<file path="src/rtl/cpu_fetch_pkg.sv">
// rtl/cpu_fetch_pkg.sv - shared fetch state encoding and PC constants
package cpu_fetch_pkg;

    typedef enum logic [1:0] {
        S_REQ,
        S_VALID,
        S_DRAIN,
        S_FAULT
    } fetch_state_t;

    localparam logic [31:0] PC_INC           = 32'd4;
    localparam logic [31:0] DEFAULT_RESET_PC = 32'h0000_0000;

endpackage

</file>
<file path="src/rtl/fetch_pc_reg.sv">
// rtl/fetch_pc_reg.sv - program counter register with reset/redirect/increment/hold select
module fetch_pc_reg
    import cpu_fetch_pkg::*;
#(
    parameter logic [31:0] RESET_PC = DEFAULT_RESET_PC
) (
    input  logic        clk,
    input  logic        rst,
    input  logic        load,
    input  logic        advance,
    input  logic [31:0] target,
    output logic [31:0] pc
);

    // Redirect outranks the sequential increment; wrap is plain modulo-2^32 addition.
    always_ff @(posedge clk) begin
        if (rst) begin
            pc <= RESET_PC;
        end else if (load) begin
            pc <= target;
        end else if (advance) begin
            pc <= pc + PC_INC;
        end
    end

endmodule

</file>
<file path="src/rtl/instr_fetch_unit.sv">
// rtl/instr_fetch_unit.sv - fetch FSM and decode output registers; FETCH_ALIGN_CHECK_EN enables misaligned-redirect fault
module instr_fetch_unit
    import cpu_fetch_pkg::*;
#(
    parameter logic [31:0] RESET_PC = DEFAULT_RESET_PC
) (
    input  logic        clk,
    input  logic        rst,
    input  logic        redirect_valid,
    input  logic [31:0] redirect_addr,
    output logic        imem_req,
    output logic [31:0] imem_addr,
    input  logic        imem_ack,
    input  logic [31:0] imem_rdata,
    output logic        instr_valid,
    input  logic        instr_ready,
    output logic [31:0] instr,
    output logic [31:0] instr_pc,
    output logic        fetch_fault
);

    fetch_state_t state;
    logic [31:0]  pc;
    logic [31:0]  drain_addr;
    logic [31:0]  target;
    logic         bad_target;
    logic         redir_take;
    logic         pc_advance;
    logic         fault_pending;
    logic         fault_q;

`ifdef FETCH_ALIGN_CHECK_EN
    assign bad_target = redirect_valid && (redirect_addr[1:0] != 2'b00) && (state != S_FAULT);
    assign target     = redirect_addr;
`else
    assign bad_target = 1'b0;
    assign target     = redirect_addr & ~32'h3;
`endif

    assign redir_take  = redirect_valid && !bad_target && !fault_pending && (state != S_FAULT);
    assign pc_advance  = (state == S_REQ) && imem_ack && !redirect_valid;
    assign imem_req    = !rst && ((state == S_REQ) || (state == S_DRAIN));
    // The abandoned request keeps its own address after pc has moved to the new target.
    assign imem_addr   = (state == S_DRAIN) ? drain_addr : pc;
    assign fetch_fault = fault_q;

    fetch_pc_reg #(
        .RESET_PC (RESET_PC)
    ) u_pc (
        .clk     (clk),
        .rst     (rst),
        .load    (redir_take),
        .advance (pc_advance),
        .target  (target),
        .pc      (pc)
    );

    always_ff @(posedge clk) begin
        if (rst) begin
            state         <= S_REQ;
            instr_valid   <= 1'b0;
            instr         <= 32'h0;
            instr_pc      <= 32'h0;
            drain_addr    <= RESET_PC;
            fault_pending <= 1'b0;
            fault_q       <= 1'b0;
        end else begin
            if (bad_target) begin
                fault_q <= 1'b1;
            end
            case (state)
                S_REQ: begin
                    if (bad_target) begin
                        if (imem_ack) begin
                            state <= S_FAULT;
                        end else begin
                            fault_pending <= 1'b1;
                            drain_addr    <= pc;
                            state         <= S_DRAIN;
                        end
                    end else if (redir_take) begin
                        if (!imem_ack) begin
                            drain_addr <= pc;
                            state      <= S_DRAIN;
                        end
                    end else if (imem_ack) begin
                        instr       <= imem_rdata;
                        instr_pc    <= pc;
                        instr_valid <= 1'b1;
                        state       <= S_VALID;
                    end
                end
                S_VALID: begin
                    if (bad_target) begin
                        instr_valid <= 1'b0;
                        state       <= S_FAULT;
                    end else if (redir_take || instr_ready) begin
                        instr_valid <= 1'b0;
                        state       <= S_REQ;
                    end
                end
                S_DRAIN: begin
                    if (bad_target) begin
                        fault_pending <= 1'b1;
                    end
                    if (imem_ack) begin
                        state <= (fault_pending || bad_target) ? S_FAULT : S_REQ;
                    end
                end
                S_FAULT: state <= S_FAULT;
                default: state <= S_REQ;
            endcase
        end
    end

endmodule

</file>
<file path="config.mk">
export PLATFORM = sky130hd
export DESIGN_NAME = instr_fetch_unit
export DESIGN_NICKNAME = d
export VERILOG_FILES = /design/src/rtl/cpu_fetch_pkg.sv /design/src/rtl/fetch_pc_reg.sv /design/src/rtl/instr_fetch_unit.sv
export SDC_FILE = /design/constraint.sdc
export NUM_CORES = 1
export LEC_CHECK = 0
export ABC_AREA = 0
export CAP_MARGIN = 20
export CORE_MARGIN = 5
export CORE_UTILIZATION = 50
export DETAILED_ROUTE_END_ITERATION = 7
export PLACE_DENSITY = 0.85
export SLEW_MARGIN = 20
export SYNTH_ARGS = -nofsm -noshare
export SYNTH_HDL_FRONTEND = slang
export SYNTH_SLANG_ARGS = --single-unit
</file>
<file path="constraint.sdc">
create_clock -name clk -period 6.97 [get_ports clk]
set_clock_uncertainty 0.15 [all_clocks]
set_input_delay 2.091 -clock clk [delete_from_list [all_inputs] [get_ports clk]]
set_output_delay 2.091 -clock clk [all_outputs]
set_load 0.05 [all_outputs]
</file>
-- Word-level counts from Yosys, hierarchy flattened
Cells that the tools add are included.
- bits in writable memories: 0
- output and inout bits: 99
- latch bits: 0
- word-level logic and storage cells: 49
- ROM bits: 0
- input bits: 69
- register bits after elaboration: 131
- memories kept: 0
- reduce and logical (&&, ||, !) cells: 16
- $add $sub $neg: 1
- mux-type cells: 13
- shifts and indexed selects: 0
- multiply operators: 0
- bitwise gates (word level): 2
- order comparisons: 0
- divide/modulo/power cells: 0
- equality and inequality tests: 10
- operators by type and width (operator ; count):
    two-way mux 32 bit ; 3
    adder 32 x 3 -> 32 bit (second input constant) ; 1
    two-way mux 2 bit ; 5
    != test 2 bit (second input constant) ; 5
    case mux 2 bit (4 select lines) ; 1
    AND reduction 4 bit ; 2
    != test 3 bit (second input constant) ; 2
    AND reduction 3 bit ; 2
    == test 2 bit (second input constant) ; 2
    logical AND 1 bit ; 4
    nonzero test 2 bit ; 2
    two-way mux 1 bit ; 3
    == test 2 x 1 -> 1 bit (second input constant) ; 1
    zero test 1 bit ; 2
    zero test 2 bit ; 1
    logical OR 1 bit ; 2
    inverter 1 bit ; 2
    case mux 1 bit (2 select lines) ; 1
    OR reduction 2 bit ; 1

-- Longest topological paths before layout
Gate-level depths: netlist of run 1.
- depth after elaboration: 5
- mapped depth: 8
- gate-level depth less buffers: 5

-- Hierarchy
A second synthesis of run 1 with hierarchy kept.
- cell total of the unflattened synthesis: 672
- area, all modules: 6596.3 µm²
- modules (own cells, without submodules) (module ; area each (µm²) ; cells an instance ; instances ; sequential area each (µm²)):
    instr_fetch_unit ; 4703.3 ; 438 ; 1 ; 1981.9
    fetch_pc_reg ; 1893.1 ; 234 ; 1 ; 640.6

-- Least setup slack after synthesis of run 1
Ideal clock, no wire load.
- path type: input port to output port
- start point: input port rst
- end point: output port imem_req
- cell stages on the path: 3
- data required time: 4729 ps
- setup slack: 1611 ps
- arrival time: 3118 ps
- path through: clkbuf_1 -> clkbuf_1 -> nor2_1
- cells in the longest elaborated chain, start to end: 2
- ends and longest elaborated chain (what ; RTL line ; source):
    start, declared ; instr_fetch_unit.sv:8 ; input logic rst,
    zero test 1 bit ; instr_fetch_unit.sv:42 ; assign imem_req = !rst && ((state == S_REQ) || (state == S_DRAIN));
    logical AND 1 bit ; instr_fetch_unit.sv:42 ;
    end, declared ; instr_fetch_unit.sv:11 ; output logic imem_req,
Every way passes these cells.

-- Worst setup path after layout of run 1
- start point: register state[0]
- end point: output port imem_addr[2]
- cells in the longest elaborated chain, start to end: 2
- ends and longest elaborated chain (what ; RTL line ; source):
    start, declared ; instr_fetch_unit.sv:22 ; fetch_state_t state;
    start signal, assigned ; instr_fetch_unit.sv:107 ; state <= (fault_pending || bad_target) ? S_FAULT : S_REQ;
    == test 2 bit ; instr_fetch_unit.sv:44 ; assign imem_addr = (state == S_DRAIN) ? drain_addr : pc;
    two-way mux 32 bit ; instr_fetch_unit.sv:44 ;
    end, declared ; instr_fetch_unit.sv:12 ; output logic [31:0] imem_addr,
Every way passes these cells.

==> results.json, run 1 <==
{
  "routed-via-count": 5553,
  "maxSlewViolCount": 0,
  "p_per_area_nw_per_um2": 257,
  "synthTopCellsByArea": "dfxtp_1 (45%), nand2_1 (13%), a21oi_1 (9.3%), mux2_2 (6.0%), clkbuf_1 (3.3%)",
  "place.gp.congestion": 0.831,
  "floorplan.initialDensity": 0.515,
  "grt_pass1_wl_um": 26600,
  "n_fill_cell": 842,
  "avgRoutedWirePerCell_um": 17.1,
  "cts.path.max_buffers": 2,
  "htree_levels": 4,
  "synth_edf_count": 0,
  "wl_um": 16800,
  "worst_ir_drop_vdd_mv": 0.130,
  "path_class": "flip-flop to primary output",
  "hold_class": "flip-flop to flip-flop",
  "synth_largest_area_cell": "dfxtp_1",
  "min_period_over_period": 0.809,
  "die_y_um": 116,
  "dp_hpwl_um": 11100,
  "drtIter0Drc": 453,
  "fin_total_pwr_mw": 1.98,
  "ys_seq_area_frac": 0.447,
  "syn_avg_cell_area_um2": 7.99,
  "cts_tree": "done",
  "synth-seq-cells": 125,
  "synth.cell_area_um2": 5600,
  "combPwrFrac": 0.166,
  "drc": 0,
  "slowest_stage": "clkdlybuf4s50_1",
  "cts_root_buf": "clkbuf_8",
  "die_area_um2": 13400,
  "dr.pass1.iters": 5,
  "grt_usage": 0.247,
  "synth_cell_types": 63,
  "clk_latency_ps": 510,
  "gr-usage-met1": 0.300,
  "p_leak_nw": 2.66,
  "rrSetupSlack_ps": 4270,
  "ys_warn_count": 0,
  "internal-power_mw": 1.42,
  "start_kind": "flip-flop",
  "worst_slew_pin_slew_ps": 958,
  "switchingPower_mw": 0.558,
  "maxCapViolations": 0,
  "crit_path_max_incr_delay_ps": 710,
  "crit_buf_inv": 3,
  "cts_setup_buffers": 0,
  "required_ps": 4730,
  "drive_gt1_frac": 0.0992,
  "endpoint_kind": "primary output",
  "antenna_cells": 0,
  "hold_slack_ps": 302,
  "io_buffers": 160,
  "fin_setup_tns_ps": 0,
  "maxSlewHeadroom": 0.361,
  "use_met3": 0.0632,
  "grt.met2_usage": 0.417,
  "area_growth_pct": 37.6,
  "clock.fmax_ghz": 0.177,
  "fp-row-count": 38,
  "p_seq_frac": 0.397,
  "final-setup-viol-count": 0,
  "crit_family": "buffers and inverters",
  "hold_viol": 0,
  "arrival_ps": 3400,
  "fin_cells": 977,
  "async_flop_share": 0,
  "postCtsHoldBufs": 0,
  "fin_crit_ps": 5640,
  "core_area_um2": 10900,
  "nets": 894,
  "grt_start_max_net_pins": 94,
  "cts_resized": 0,
  "antenna_found_initial": 0,
  "die_w_um": 116,
  "cts.clk_slew.worst_paths_ps": 60,
  "antenna_left": 0,
  "syn_inst": 701,
  "clock-sinks": 125,
  "grt_setup_unrepaired": "no",
  "p_sw_frac": 0.282,
  "cp_max_fo": 18,
  "busiest_layer": "met2",
  "pin_count": 168,
  "outcome": "finished, final reports clean",
  "grt_pass1_vias": 5421,
  "pwr-share-clk": 0.436,
  "place_inst": 945,
  "crit_chain": "inv_1 -> nand2_1 -> buf_4 -> mux2_2 -> clkdlybuf4s50_1",
  "grt-ovfl-total": 0,
  "cts_buffers": 17,
  "synth_top_area_frac": 0.447,
  "synthFlopType": "dfxtp_1",
  "routed_via_density": 5.68
}
-- synthesized netlist by cell type, drive strengths merged, types with 2 or more instances --
cell type	number
a32oi	2
mux2	30
nor4	8
o31a	5
or4	4
nand4	13
a21boi	2
nand3b	2
nor4b	2
xnor2	5
nand3	9
nand2	201
and4	4
a22oi	10
o21ai	15
o221ai	2
a311oi	4
nor2	24
a21o	3
xor2	5
clkbuf	52
buf	15
a211oi	9
a31oi	2
inv	10
or3	4
dfxtp	125
and2	2
a21oi	104
o22ai	3
nor3	7
-- per-stage QoR --
step | util | cell area [um^2] | setup slack, ps
global placement | 0.655 | 7130 | 1430
global route | 0.708 | 7710 | 1240
CTS | 0.708 | 7710 | 1340
floorplan | - | 5620 | 1610
finish | 0.708 | 7710 | 1330
detailed placement | 0.655 | 7130 | 1450
-- power by group through the flow --
stage	Combinational, mW	Sequential, mW	Clock, mW
after floorplan	0.181	0.828	0
after global placement	0.322	0.797	0
after detailed placement	0.327	0.800	0
after CTS	0.330	0.785	0.875
after global routing	0.350	0.791	0.918
final	0.330	0.787	0.864
-- path summary, 6_finish.rpt --
check                                 start                        end  depth (start not counted)
setup / recovery      state[0]$_SDFFE_PP0P_               imem_addr[2]                          5
hold / removal    instr_pc[14]$_SDFFE_PP0P_  instr_pc[14]$_SDFFE_PP0P_                          2
setup reg to reg      state[1]$_SDFFE_PP0P_   u_pc.pc[20]$_SDFFE_PP0P_                          6
hold reg to reg   instr_pc[14]$_SDFFE_PP0P_  instr_pc[14]$_SDFFE_PP0P_                          2
-- flip-flops by register name (all words and copies together) (netlist names) --
register     count
drain_addr      30
u_pc.pc         30
state            2
instr           32
instr_valid      1
instr_pc        30
-- tightest hold or removal path, stage by stage, from the launching register on --
cell     delay [ps]
dfxtp_1         300
nand2_1          50
a21oi_1          50
-- kinds of logic after synthesis --
| kind of cell | count (synthesis) | share of synthesized area |
|---|---|---|
| xor gates and xnor gates | 10 | 0.0156 |
| and+or+nand+nor | 284 | 0.225 |
| adders and majority gates | 1 | 0.00223 |
| muxes | 30 | 0.0603 |
| other | 1 | 0.000669 |
| AOI/OAI and AO/OA | 172 | 0.182 |
| buffers and inverters | 78 | 0.0670 |
| DFF | 125 | 0.447 |
-- layout make-up --
cell class                 count  area [um^2]  share of cell area
multi-input combinational    502         2760               0.357
timing repair buffer         168         1660               0.215
tap                          140          175              0.0227
clock buffer                  20          435              0.0565
sequential                   125         2500               0.325
inverter                      10         37.5             0.00487
clock inverter                12          145              0.0188
-- cell usage in the layout (no fill, tap or decap), types with 3 or more instances in the layout --
cell,count
a21o_1,3
a21oi_1,104
dfxtp_1,125
clkdlybuf4s50_1,159
nor3_1,6
clkinvlp_4,4
o31a_2,3
clkinv_2,5
a311oi_1,4
nand2_1,201
o21ai_0,13
and4_1,3
xnor2_1,5
mux2_2,30
nor4_1,6
nor2_1,24
nand4_1,12
buf_4,9
xor2_1,5
inv_1,10
o22ai_1,3
or3_1,3
bufinv_16,3
conb_1,5
clkbuf_16,16
nand3_1,9
a211oi_1,9
a22oi_1,10
-- layer usage --
| layer | share of wire | wire [um] | up-vias |
|---|---|---|---|
| li1 | - | - | 2651 |
| met1 | 0.40 | 6780 | 2653 |
| met2 | 0.50 | 8390 | 213 |
| met3 | 0.068 | 1150 | 36 |
| met4 | 0.026 | 441 | 0 |
| met5 | 0 | 0 | - |
Note: power is estimated with default switching activity, not from simulation.
==> run 2: changes to the inputs <==
--- a/config.mk
+++ b/config.mk
@@ -8,9 +8,9 @@
 export ABC_AREA = 0
 export CAP_MARGIN = 20
 export CORE_MARGIN = 5
-export CORE_UTILIZATION = 50
+export CORE_UTILIZATION = 43
 export DETAILED_ROUTE_END_ITERATION = 7
-export PLACE_DENSITY = 0.85
+export PLACE_DENSITY = 0.78
 export SLEW_MARGIN = 20
 export SYNTH_ARGS = -nofsm -noshare
 export SYNTH_HDL_FRONTEND = slang
==> constraint.sdc (replaced) <==
create_clock -name clk -period 4.6 [get_ports clk]
set_clock_uncertainty 0.15 [all_clocks]
set_input_delay 1.38 -clock clk [delete_from_list [all_inputs] [get_ports clk]]
set_output_delay 1.38 -clock clk [all_outputs]
set_load 0.05 [all_outputs]
==> run 2 against run 1 <==
Non-clock buffer count increased by 7; critical path depth down 1; critical endpoint is now imem_addr[30]; cell count is 4.0% higher; highest routed layer is now met5; total power up 50%.
==> results.json, run 2 (synthesized netlist as in run 1, its figures left out) <==
{
  "hold_viol": 0,
  "routed_via_density": 5.32,
  "combPwrFrac": 0.168,
  "endpoint_kind": "primary output",
  "area_growth_pct": 38.1,
  "floorplan.initialDensity": 0.440,
  "fin_setup_tns_ps": 0,
  "avgRoutedWirePerCell_um": 16.3,
  "die_y_um": 124,
  "required_ps": 3070,
  "cts.path.max_buffers": 2,
  "clock-sinks": 125,
  "post-route-util": 0.608,
  "p_seq_frac": 0.400,
  "die_area_um2": 15400,
  "antenna_left": 0,
  "p_sw_frac": 0.286,
  "io_buffers": 160,
  "die_w_um": 124,
  "largest_reg_flops": 32,
  "grt_setup_unrepaired": "no",
  "maxCapViolations": 0,
  "rrSetupSlack_ps": 2060,
  "hold_slack_ps": 300,
  "postCtsHoldBufs": 0,
  "wl_met1_um": 6890,
  "antenna_cells": 0,
  "fin_crit_ps": 4270,
  "dr_wl_met3_um": 1260,
  "switchingPower_mw": 0.850,
  "cts_resized": 0,
  "core_area_um2": 12700,
  "grt_start_max_net_pins": 76,
  "drtIter0Drc": 411,
  "place.gp.congestion": 0.839,
  "grt_usage": 0.216,
  "cts_root_buf": "clkbuf_16",
  "grt_pass1_vias": 5048,
  "drive_gt1_frac": 0.135,
  "layout_commonest_cell": "nand2_1",
  "cts_setup_buffers": 0,
  "p_leak_nw": 2.74,
  "clk_latency_ps": 420,
  "grt_pass1_wl_um": 25800,
  "wl_um": 16500,
  "worst_slew_pin_slew_ps": 1010,
  "min_period_over_period": 0.928,
  "internal-power_mw": 2.13,
  "final_cell_mix": "nand2_1 (201), clkdlybuf4s50_1 (134), dfxtp_1 (125)",
  "topRoutingLayerUsed": "met5",
  "dr.pass1.iters": 6,
  "cp_max_fo": 14,
  "htree_levels": 4,
  "place_inst": 984,
  "dp_hpwl_um": 11200,
  "drc": 0,
  "final-setup-viol-count": 0,
  "n_fill_cell": 1163,
  "p_per_area_nw_per_um2": 384,
  "arrival_ps": 2740,
  "grt-ovfl-total": 0,
  "worst_ir_drop_vdd_mv": 0.306,
  "maxSlewViolCount": 0,
  "pin_count": 168,
  "hold_class": "flip-flop to flip-flop",
  "path_class": "flip-flop to primary output",
  "wl_met2_um": 8080,
  "cts_tree": "done",
  "start_kind": "flip-flop",
  "maxSlewHeadroom": 0.324,
  "cts_buffers": 17,
  "nets": 901,
  "fin_cells": 1016,
  "fp-row-count": 41,
  "routed-via-count": 5406,
  "cts.clk_slew.worst_paths_ps": 60,
  "outcome": "finished, final reports clean",
  "pwr-share-clk": 0.432,
  "top_register": "instr",
  "antenna_found_initial": 1,
  "clock.fmax_ghz": 0.234
}
==> run 2: cell types whose count changed in the layout (fill, tap and decap cells not counted), sizes merged <==
cell	before	now
clkdlybuf4s50	159	134
clkinvlp	4	3
clkinv	5	7
buf	9	41
bufinv	3	2
==> run 2: path summary, 6_finish.rpt <==
kind | from | to | depth (start not counted)
worst max-delay path | state[0]$_SDFFE_PP0P_ | imem_addr[30] | 4
worst min-delay path | instr[16]$_SDFFE_PP0P_ | instr[16]$_SDFFE_PP0P_ | 2
worst max register to register | u_pc.pc[8]$_SDFFE_PP0P_ | u_pc.pc[26]$_SDFFE_PP0P_ | 5
worst min register to register | instr[16]$_SDFFE_PP0P_ | instr[16]$_SDFFE_PP0P_ | 2
==> run 2: layout make-up <==
class                      count  area [um^2]  share of cell area
clock buffer                  20          447              0.0577
sequential                   125         2500               0.323
inverter                      10         37.5             0.00485
tap                          172          215              0.0278
multi-input combinational    502         2760               0.356
timing repair buffer         175         1660               0.215
clock inverter                12          121              0.0157
==> run 2: power by group through the flow <==
stage	Sequential [mW]	Clock (mW)	Combinational [mW]
after floorplan	1.25	0	0.275
after global placement	1.21	0	0.496
after detailed placement	1.21	0	0.499
after CTS	1.19	1.30	0.503
after global routing	1.20	1.36	0.532
final	1.19	1.28	0.500
==> run 2: critical path, cell delays in order, from the launching register on <==
cell and delay (ps):
dfxtp_1 660, inv_1 180, nand2_1 370, mux2_2 380, clkdlybuf4s50_1 710
==> run 2: metrics by stage <==
step	setup WS [ps]	area [um^2]	total power, mW
2_1_floorplan	663	5620	1.53
4_1_cts	327	7740	2.99
6_report	330	7740	2.98
3_3_place_gp	734	7170	1.70
5_1_grt	168	7740	3.09
3_5_place_dp	709	7170	1.71
==> run 2: layer usage <==
layer | GRT usage | vias to the layer above
met1 | 0.264 | 2542
met3 | 0.0677 | 23
met5 | 0 | -
met4 | 0.0801 | 2
met2 | 0.358 | 172
li1 | - | 2667
==> run 3: changes to the inputs <==
--- a/config.mk
+++ b/config.mk
@@ -10,7 +10,9 @@
 export CORE_MARGIN = 5
 export CORE_UTILIZATION = 43
 export DETAILED_ROUTE_END_ITERATION = 7
+export GPL_ROUTABILITY_DRIVEN = 0
 export PLACE_DENSITY = 0.78
+export SETUP_SLACK_MARGIN = 0.05
 export SLEW_MARGIN = 20
 export SYNTH_ARGS = -nofsm -noshare
 export SYNTH_HDL_FRONTEND = slang
==> results of run 3 <==
The final DEF is identical to that of run 2; final timing and power are the same.
